--- src/rtl/demux_1to4_tdm_if.sv ---
// Link-side bus of the 4-slot TDM demultiplexer.
// The master drives slot samples in and consumes the assembled frame;
// the slave is the demultiplexer itself.
interface demux_1to4_tdm_if #(
    parameter int W     = 1,
    parameter int CNT_W = 8
);
    logic [W-1:0]     din;
    logic             din_valid;
    logic             frame_start;
    logic [4*W-1:0]   y;
    logic             y_valid;
    logic [1:0]       sel;
    logic             frame_err;
    logic [CNT_W-1:0] frame_cnt;

    modport master (
        output din,
        output din_valid,
        output frame_start,
        input  y,
        input  y_valid,
        input  sel,
        input  frame_err,
        input  frame_cnt
    );

    modport slave (
        input  din,
        input  din_valid,
        input  frame_start,
        output y,
        output y_valid,
        output sel,
        output frame_err,
        output frame_cnt
    );
endinterface

--- src/rtl/demux_1to4_tdm.sv ---
// Receive end of a 4-slot TDM link. Locks onto the frame-start marker,
// collects slots 0..2 in a shadow store and publishes the whole frame as
// one parallel word on the edge that samples slot 3. Missing or early
// sync markers raise a one-cycle framing error. All outputs are registered.
module demux_1to4_tdm #(
    parameter int W     = 1,
    parameter int CNT_W = 8
) (
    input  logic            clk,
    input  logic            rst,
    demux_1to4_tdm_if.slave bus
);

    typedef enum logic {
        IDLE,
        RUN
    } state_t;

    state_t           state_q, state_d;
    logic [1:0]       sel_q, sel_d;
    logic [W-1:0]     shadow_q [3];
    logic [W-1:0]     shadow_d [3];
    logic [4*W-1:0]   y_q, y_d;
    logic             y_valid_q, y_valid_d;
    logic             frame_err_q, frame_err_d;
    logic [CNT_W-1:0] frame_cnt_q, frame_cnt_d;

    // State and datapath registers; reset discards any partial frame.
    always_ff @(posedge clk or posedge rst) begin
        if (rst) begin
            state_q     <= IDLE;
            sel_q       <= 2'd0;
            shadow_q[0] <= '0;
            shadow_q[1] <= '0;
            shadow_q[2] <= '0;
            y_q         <= '0;
            y_valid_q   <= 1'b0;
            frame_err_q <= 1'b0;
            frame_cnt_q <= '0;
        end else begin
            state_q     <= state_d;
            sel_q       <= sel_d;
            shadow_q[0] <= shadow_d[0];
            shadow_q[1] <= shadow_d[1];
            shadow_q[2] <= shadow_d[2];
            y_q         <= y_d;
            y_valid_q   <= y_valid_d;
            frame_err_q <= frame_err_d;
            frame_cnt_q <= frame_cnt_d;
        end
    end

    // Slot alignment and frame assembly; only valid beats move anything,
    // while the two pulse outputs fall back to 0 on every non-event cycle.
    always_comb begin
        state_d     = state_q;
        sel_d       = sel_q;
        shadow_d[0] = shadow_q[0];
        shadow_d[1] = shadow_q[1];
        shadow_d[2] = shadow_q[2];
        y_d         = y_q;
        y_valid_d   = 1'b0;
        frame_err_d = 1'b0;
        frame_cnt_d = frame_cnt_q;

        if (bus.din_valid) begin
            unique case (state_q)
                IDLE: begin
                    if (bus.frame_start) begin
                        shadow_d[0] = bus.din;
                        sel_d       = 2'd1;
                        state_d     = RUN;
                    end
                end
                RUN: begin
                    if (bus.frame_start) begin
                        // A marker anywhere but slot 0 abandons the partial frame
                        // and restarts alignment on this very beat.
                        frame_err_d = (sel_q != 2'd0);
                        shadow_d[0] = bus.din;
                        sel_d       = 2'd1;
                    end else begin
                        unique case (sel_q)
                            2'd0: begin
                                frame_err_d = 1'b1;
                                sel_d       = 2'd0;
                                state_d     = IDLE;
                            end
                            2'd1: begin
                                shadow_d[1] = bus.din;
                                sel_d       = 2'd2;
                            end
                            2'd2: begin
                                shadow_d[2] = bus.din;
                                sel_d       = 2'd3;
                            end
                            default: begin
                                y_d         = {bus.din, shadow_q[2], shadow_q[1], shadow_q[0]};
                                y_valid_d   = 1'b1;
                                frame_cnt_d = frame_cnt_q + CNT_W'(1);
                                sel_d       = 2'd0;
                            end
                        endcase
                    end
                end
                default: begin
                    state_d = IDLE;
                    sel_d   = 2'd0;
                end
            endcase
        end
    end

    assign bus.y         = y_q;
    assign bus.y_valid   = y_valid_q;
    assign bus.sel       = sel_q;
    assign bus.frame_err = frame_err_q;
    assign bus.frame_cnt = frame_cnt_q;

endmodule

--- src/flat_wrapper.sv ---
// flat-port wrapper written by rule: the top's interface ports become plain ports
module demux_1to4_tdm_flat 
#(
    parameter int W     = 1,
    parameter int CNT_W = 8
)
  (clk, rst, bus_din, bus_din_valid, bus_frame_start, bus_y, bus_y_valid, bus_sel, bus_frame_err, bus_frame_cnt);
  demux_1to4_tdm_if #(.W(W), .CNT_W(CNT_W)) bus_i ();
  input  logic clk;
  input  logic rst;
  input wire logic [$bits(bus_i.din)-1:0] bus_din;
  input wire logic [$bits(bus_i.din_valid)-1:0] bus_din_valid;
  input wire logic [$bits(bus_i.frame_start)-1:0] bus_frame_start;
  output wire logic [$bits(bus_i.y)-1:0] bus_y;
  output wire logic [$bits(bus_i.y_valid)-1:0] bus_y_valid;
  output wire logic [$bits(bus_i.sel)-1:0] bus_sel;
  output wire logic [$bits(bus_i.frame_err)-1:0] bus_frame_err;
  output wire logic [$bits(bus_i.frame_cnt)-1:0] bus_frame_cnt;
  assign bus_i.din = bus_din;
  assign bus_i.din_valid = bus_din_valid;
  assign bus_i.frame_start = bus_frame_start;
  assign bus_y = bus_i.y;
  assign bus_y_valid = bus_i.y_valid;
  assign bus_sel = bus_i.sel;
  assign bus_frame_err = bus_i.frame_err;
  assign bus_frame_cnt = bus_i.frame_cnt;
  demux_1to4_tdm #(.W(W), .CNT_W(CNT_W)) u_core (.clk(clk), .rst(rst), .bus(bus_i));
endmodule
--- config.mk ---
export PLATFORM = sky130hd
export DESIGN_NAME = demux_1to4_tdm_flat
export DESIGN_NICKNAME = d
export VERILOG_FILES = /design/src/rtl/demux_1to4_tdm_if.sv /design/src/rtl/demux_1to4_tdm.sv /design/src/flat_wrapper.sv
export SDC_FILE = /design/constraint.sdc
export NUM_CORES = 1
export LEC_CHECK = 0
export CORE_MARGIN = 3
export CORE_UTILIZATION = 51
export CTS_CLUSTER_SIZE = 28
export DETAILED_ROUTE_END_ITERATION = 8
export HOLD_SLACK_MARGIN = 0.15
export PLACE_DENSITY = 0.92
export SLEW_MARGIN = 20
export SYNTH_ARGS = -nofsm -noshare
export SYNTH_HDL_FRONTEND = slang
export SYNTH_SLANG_ARGS = --single-unit
--- constraint.sdc ---
create_clock -name clk -period 3.55 [get_ports clk]
set_input_delay 0.8875 -clock clk [delete_from_list [all_inputs] [get_ports clk]]
set_output_delay 0.8875 -clock clk [all_outputs]
set_load 0.02 [all_outputs]
Word level (Yosys, flattened, before mapping) --
Cells that the tools add are included.
Storage, ports and cells: bits in latches 0, bits of input ports 5, output and inout port bits 16, memories kept 0, ROM bits 0, memory bits (writable) 0, logic and storage cells 41, register bits 20
Cells by class: reduce and logical (&&, ||, !) cells 8, bitwise operators 3, div/mod/pow operators 0, eq/ne operators 3, muxes and demuxes 17, add/sub/neg operators 1, shift operators 0, $lt $le $gt $ge 0, multipliers 0
Operators by type and width (count):
- 2-to-1 mux 1 bit | 12
- AND reduction 4 bit | 3
- adder 8 x 1 -> 8 bit (second input constant) | 1
- one-hot mux 2 bit (2 select lines) | 2
- 2-to-1 mux 2 bit | 2
- AND reduction 2 bit | 2
- NOT 1 bit | 3
- OR reduction 3 bit | 1
- equality test 2 x 1 -> 1 bit (second input constant) | 1
- equality test 2 bit (second input constant) | 1
- zero test 2 bit | 1
- != test 2 bit (second input constant) | 1
- one-hot mux 1 bit (2 select lines) | 1
- nonzero test 2 bit | 1

Logic depth before layout (Yosys ltp) --
Gate-level depths: netlist of run 1.
depth in word-level cells 6, gate-level depth with buffers 6, gate-level depth less buffers 5

Least setup slack after synthesis of run 1 --
OpenSTA, ideal clock, no wires.
path type input port to flip-flop, from input port bus_frame_start, to register u_core.frame_cnt_q[4], in the netlist u_core.bus.frame_cnt[4], setup time 0.129 ns, required time 3.421 ns, slack 1.857 ns, buffers on the path 1, data arrival time 1.564 ns, cell stages on the path 5, cell sequence nand4b_2 -> buf_6 -> clkinv_2 -> nand4_1 -> xnor2_1
Between the ends: cells in the longest elaborated chain, start to end 2
Ends and longest elaborated chain:
- start: declaration | RTL line flat_wrapper.sv:13 | input wire logic [$bits(bus_i.frame_start)-1:0] bus_frame_start;
- NOT 1 bit (no line)
- AND reduction 4 bit (no line)
- end signal: assignment | RTL line demux_1to4_tdm.sv:49 | frame_cnt_q <= frame_cnt_d;
- end: declaration | RTL line demux_1to4_tdm.sv:26 | logic [CNT_W-1:0] frame_cnt_q, frame_cnt_d;
No other way between the ends. A chain may end at the register's enable or synchronous reset.

Worst setup path after layout of run 1 --
from register u_core.sel_q[0], in the netlist u_core.bus.sel[0], to output port bus_sel[0]
RTL lines:
- start: declaration | RTL line demux_1to4_tdm.sv:20 | logic [1:0] sel_q, sel_d;
- start signal: assignment | RTL line demux_1to4_tdm.sv:42 | sel_q <= sel_d;
- end: declaration | RTL line flat_wrapper.sv:16 | output wire logic [$bits(bus_i.sel)-1:0] bus_sel;
No word-level cell between the ends.

==> results of run 1 <==
## through the flow
step | total power, mW | util [%] | setup WS (ps) | hold slack (ps) | instances
3_3_place_gp | 0.637 | 71.3 | 1020 | 457 | 116
5_1_grt | 0.830 | 73.5 | 1140 | 520 | 120
3_5_place_dp | 0.651 | 71.3 | 946 | 458 | 116
2_1_floorplan | 0.510 | - | 1860 | 452 | 73
4_1_cts | 0.784 | 73.5 | 1230 | 477 | 120
6_report | 0.771 | 73.5 | 1240 | 471 | 120
## power breakdown
group	switching, mW	total (mW)	internal, mW
sequential	0.0559	0.350	0.294
combinational	0.144	0.291	0.147
clock	0.0672	0.130	0.0626
## cells in the final DEF (no fill, tap or decap), types with 2 or more instances in the layout
| cell type | synthesis | routed |
|---|---|---|
| a21oi_1 | 2 | 2 |
| clkbuf_4 | 0 | 3 |
| clkdlybuf4s50_1 | 0 | 20 |
| dfrtp_1 | 20 | 20 |
| ha_1 | 6 | 6 |
| inv_1 | 4 | 4 |
| mux2_1 | 4 | 4 |
| mux2_2 | 3 | 3 |
| nand2_1 | 10 | 10 |
| nand3_1 | 2 | 2 |
| nor2_1 | 3 | 3 |
| nor3_4 | 2 | 2 |
| xnor2_1 | 3 | 3 |
| xor2_1 | 4 | 4 |
## routing by layer
| layer | up-vias | part of all wire [%] | routed length, um |
|---|---|---|---|
| met2 | 14 | 49 | 761 |
| met3 | 3 | 3.9 | 60 |
| li1 | 295 | - | - |
| met1 | 291 | 45 | 691 |
| met4 | 0 | 2.1 | 32 |
| met5 | - | 0 | 0 |
## cell families (layout without fill, tap and decap cells)
group / count (synthesis) / count (layout) / share of synthesized area, %
flip-flops: 20 / 20 / 54.6
buffers and inverters: 6 / 29 / 3.41
AO/OA/AOI/OAI: 6 / 6 / 3.96
adder cells (fa/ha/maj): 6 / 6 / 8.19
multiplexers: 7 / 7 / 8.59
XOR/XNOR: 7 / 7 / 6.68
AND/OR/NAND/NOR: 21 / 21 / 14.6
## area by class of cell
class / count / area share, %
sequential: 20 / 42.7
multi-input combinational: 47 / 32.9
timing repair buffer: 20 / 17.1
clock buffer: 4 / 3.09
tap: 24 / 2.56
inverter: 5 / 1.71
## sequential cells by signal, summed over array words and instances (netlist names)
signal	cells
u_core.bus.frame_cnt	8
u_core.bus.frame_err	1
u_core.bus.sel	2
u_core.bus.y	4
u_core.bus.y_valid	1
u_core.shadow_q	3
u_core.state_q	1
## worst max path at each step
stage                                               end                     startpoint
global route        u_core.bus.frame_cnt[7]$_DFFE_PP0P_                  bus_din_valid
global placement    u_core.bus.frame_cnt[7]$_DFFE_PP0P_                  bus_din_valid
finish                                       bus_sel[0]  u_core.bus.sel[0]$_DFFE_PP0P_
detailed placement  u_core.bus.frame_cnt[7]$_DFFE_PP0P_                  bus_din_valid
floorplan           u_core.bus.frame_cnt[4]$_DFFE_PP0P_                bus_frame_start
CTS                                          bus_sel[0]  u_core.bus.sel[0]$_DFFE_PP0P_
==> impl_metrics.json, run 1 <==
{
  "outcome": "complete, no violations",
  "worst_hold_path.endpoint": "u_core.bus.frame_cnt[7]$_DFFE_PP0P_",
  "antenna_found_initial": 0,
  "timing.rr.start": "u_core.bus.sel[0]$_DFFE_PP0P_",
  "rows": 14,
  "via_per_inst": 5.03,
  "htree_depth": 1,
  "finalWorstPathRequiredPeriod_ps": 2310,
  "grt.met1_usage_pct": 20.7,
  "worstSetupPathDepth": 1,
  "start_point_of_the_worst_min_delay_path": "u_core.bus.frame_cnt[7]$_DFFE_PP0P_",
  "drt-total-wl_mm": 1.55,
  "n_antenna_cell": 0,
  "synthDominantCellAreaShare_pct": 54.6,
  "die_height_um": 48.4,
  "drt_iter0_drcs": 6,
  "most_area_consuming_cells_after_synthesis": "dfrtp_1, ha_1, mux2_1",
  "worst_setup_hold_path_clk_slew_ps": 100,
  "timing.critical_path.slowest_stage_cell": "clkdlybuf4s50_1",
  "gate_count_post_synth": 73,
  "io-pin-count": 21,
  "clock_latency_ps": 300,
  "gr-usage-all-layers_pct": 16.3,
  "timing.critical_path.arrival_ps": 1420,
  "multi_input_area_um2": 385,
  "syn_area_um2": 917,
  "worst_slew_margin_relative_to_its_limit_pct": 51.9,
  "final_worst_path_cycle_share_pct": 65.0,
  "layout-drive-gt1-share_pct": 12.5,
  "crit_chain": "clkdlybuf4s50_1",
  "worst_setup_path_end_kind": "output pin",
  "first_global_vias": 619,
  "post_synth_most_frequent_cells": "dfrtp_1, nand2_1, ha_1",
  "critical_path.n_buffers_inverters": 1,
  "synth.net_count": 84,
  "rr_endpoint": "u_core.bus.frame_cnt[7]$_DFFE_PP0P_",
  "final-seq-area_um2": 500,
  "synth-seq-cells": 20,
  "timing.critical_path.required_ps": 2660,
  "crit_path_max_incr_delay_ps": 650,
  "timing_worst_slew_pin_value_ps": 720,
  "root_buffer": "clkbuf_4",
  "io_buffer_count": 20,
  "tritoncts": "yes",
  "grt_start_max_net_pins": 21,
  "critPathTopFamily": "buffers and inverters",
  "hpwl_mm": 1.23,
  "routability_driven_placement_congestion_ratio": 0.691,
  "grt_use_met3_pct": 4.91,
  "maximum_clock_frequency_mhz": 434,
  "route.detailed.wl_per_inst_um": 12.9,
  "dieWidth_um": 48.4,
  "grt.busiest_layer": "met2",
  "totalNegativeSetupSlack_ps": 0,
  "rsz_0062_raised_after_global_routing": "no",
  "ys_warn_count": 0,
  "grt_pass1_wl_mm": 2.86,
  "synth_top_cell_by_area": "dfrtp_1",
  "seq_area_frac_synth_pct": 54.6,
  "synth-edff-count": 0,
  "hold_depth": 1,
  "grtUsageMet2_pct": 25.0,
  "finalSetupViolCount": 0,
  "final_max_slew_viol_count": 0,
  "ys.flop_type": "dfrtp_1",
  "postPlaceCellArea_mm2": 0.00114,
  "drcViolationCount": 0,
  "ctsResizeCount": 0,
  "critical_path_class": "register to output pin",
  "timing.max_cap.violations": 0,
  "vias": 603,
  "route.antenna.remaining_nets": 0,
  "synthArstFlopShare_pct": 100,
  "power_density_normalized_to_cell_area_mw_per_mm2": 658,
  "synth.lib_cells_used.distinct": 22,
  "overflow": 0,
  "critical_path.startpoint_type": "register",
  "initial_utilization_pct": 57.5,
  "core_area_mm2": 0.00159,
  "fill_cells": 102,
  "cts-hold-fix-buffers": 0,
  "synthMostInstantiatedCell": "dfrtp_1",
  "final.setup_skew_ps": 3.69,
  "leakage_power_nw": 0.582,
  "cts.repair_timing.setup_buffer_count": 0,
  "vdd_ir_max_mv": 0.475,
  "worst-path-max-fanout": 6,
  "holdCritPathClass": "register to register",
  "reg2reg_setup_slack_ps": 1840,
  "area_delta_synth_final_pct": 27.8,
  "cts.sink_count": 20,
  "die_area_mm2": 0.00234,
  "avgSynthCellArea_um2": 12.6,
  "clk_path_buf_depth": 2,
  "hold_viol_final": 0,
  "drt-pass1-iter-count": 4,
  "post-route-cell-area_mm2": 0.00117,
  "rr_worst_depth": 4,
  "cts_buffers": 3,
  "final_net_count": 108
}
Note: power is estimated with default switching activity, not from simulation.
==> run 2, diff against run 1 <==
- CORE_UTILIZATION: 51 -> 43
- PLACE_DENSITY: 0.92 -> 0.84
- clock period: 3.55 -> 1.99 ns (I/O delays scaled with it)
==> run 2 against run 1 <==
Net effect: count of clock-buffer cells in the layout fell by 1; die area rose by 16%; largest power group unchanged; clock power rose by 39%; hold slack improved by 14 ps; non-clock buffer count rose by 4; first-iteration DRC count rose by 100%; global-route usage fell by 2.2 points; routed wire length rose by 2.4%.
==> impl_metrics.json, run 2 (synthesized netlist as in run 1, its figures left out) <==
{
  "first_global_vias": 681,
  "post-route-cell-area_mm2": 0.00119,
  "root_buffer": "clkbuf_4",
  "crit_chain": "clkdlybuf4s50_1",
  "largest_register_ff_count": 8,
  "layout-drive-gt1-share_pct": 15.2,
  "hold_depth": 1,
  "vias": 631,
  "die_height_um": 52.2,
  "timing.rr.start": "u_core.bus.sel[0]$_DFFE_PP0P_",
  "final.setup_skew_ps": 2.27,
  "io-pin-count": 21,
  "drt_iter0_drcs": 12,
  "timing.critical_path.required_ps": 1490,
  "final_worst_path_cycle_share_pct": 95.5,
  "critical_path_class": "register to output pin",
  "via_per_inst": 5.01,
  "clk_path_buf_depth": 2,
  "worst_setup_path_end_kind": "output pin",
  "cts.sink_count": 20,
  "hpwl_mm": 1.26,
  "critical_path.startpoint_type": "register",
  "timing.critical_path.arrival_ps": 1400,
  "ctsResizeCount": 0,
  "cts.repair_timing.setup_buffer_count": 0,
  "area_delta_synth_final_pct": 30.0,
  "grt_start_max_net_pins": 21,
  "antenna_found_initial": 0,
  "highest_count_cells_in_the_layout_ignoring_fill_and_taps": "clkdlybuf4s50_1, dfrtp_1, nand2_1",
  "dieWidth_um": 52.2,
  "holdCritPathClass": "register to register",
  "timing.max_cap.violations": 0,
  "final_max_slew_viol_count": 0,
  "worst_slew_margin_relative_to_its_limit_pct": 82.7,
  "route.antenna.remaining_nets": 0,
  "grt_pass1_wl_mm": 2.81,
  "maximum_clock_frequency_mhz": 526,
  "rr_endpoint": "u_core.bus.frame_cnt[4]$_DFFE_PP0P_",
  "route.detailed.wl_per_inst_um": 12.6,
  "outcome": "complete, no violations",
  "leakage_power_nw": 0.594,
  "clock_latency_ps": 290,
  "critical_path.n_buffers_inverters": 1,
  "drt-pass1-iter-count": 4,
  "finalSetupViolCount": 0,
  "cts-hold-fix-buffers": 0,
  "timing.critical_path.slowest_stage_cell": "clkdlybuf4s50_1",
  "overflow": 0,
  "post-route-util_pct": 60.2,
  "finalWorstPathRequiredPeriod_ps": 1900,
  "drcViolationCount": 0,
  "htree_depth": 1,
  "vdd_ir_max_mv": 0.788,
  "power_density_normalized_to_cell_area_mw_per_mm2": 1120,
  "hold_viol_final": 0,
  "tritoncts": "yes",
  "totalNegativeSetupSlack_ps": 0,
  "die_area_mm2": 0.00272,
  "core_area_mm2": 0.00198,
  "start_point_of_the_worst_min_delay_path": "u_core.bus.frame_cnt[7]$_DFFE_PP0P_",
  "rows": 16,
  "crit_path_max_incr_delay_ps": 650,
  "worst_hold_path.endpoint": "u_core.bus.frame_cnt[7]$_DFFE_PP0P_",
  "initial_utilization_pct": 46.3,
  "routability_driven_placement_congestion_ratio": 0.777,
  "rsz_0062_raised_after_global_routing": "no",
  "timing_worst_slew_pin_value_ps": 259,
  "worst-path-max-fanout": 6,
  "total_power_mw": 1.33,
  "rr_worst_depth": 6,
  "worst_setup_hold_path_clk_slew_ps": 100,
  "postPlaceCellArea_mm2": 0.00117,
  "cts_buffers": 3,
  "reg2reg_setup_slack_ps": 480,
  "gr-usage-all-layers_pct": 14.0,
  "io_buffer_count": 20,
  "n_antenna_cell": 0,
  "final_net_count": 112,
  "drt-total-wl_mm": 1.58,
  "critPathTopFamily": "buffers and inverters"
}
[run 2: per-layer routing]
metal	wire, um	part of all wire [%]	up-vias	track usage, %
li1	-	-	295	-
met1	662	42	310	15.6
met2	801	51	22	24.1
met3	99	6.3	4	3.70
met4	17	1.1	0	8.09
met5	0	0	-	0
[run 2: area by class of cell]
type,count,area [um^2]
clock buffers,3,22.5
inverters,5,20.0
well taps,27,33.8
fillers,163,790
multi-input cells,47,385
flip-flops and latches,20,500
repair buffers,24,230
[run 2: where the power goes]
part / internal, mW / switching, mW / leakage, nW
clock network: 0.0704 / 0.110 / 0.0138
logic: 0.268 / 0.253 / 0.324
registers: 0.525 / 0.107 / 0.256
[run 2: metrics by stage]
step	hold slack [ps]	cells	setup WS (ps)
finish	485	126	90.3
global route	499	126	34.9
CTS	486	126	82.7
detailed placement	472	123	67.5
global placement	460	123	134
floorplan	452	73	565
[run 2: worst max-delay path by stage]
stage / slack (ps) / cells after the start / from / end
final: 90 / 1 / u_core.bus.sel[0]$_DFFE_PP0P_ / bus_sel[0]
after global routing: 30 / 1 / u_core.bus.sel[0]$_DFFE_PP0P_ / bus_sel[0]
after CTS: 80 / 1 / u_core.bus.sel[0]$_DFFE_PP0P_ / bus_sel[0]
after detailed placement: 70 / 6 / bus_frame_start / u_core.bus.frame_cnt[4]$_DFFE_PP0P_
after global placement: 130 / 6 / bus_frame_start / u_core.bus.frame_cnt[4]$_DFFE_PP0P_
after floorplan: 570 / 6 / u_core.bus.sel[0]$_DFFE_PP0P_ / u_core.bus.frame_cnt[4]$_DFFE_PP0P_
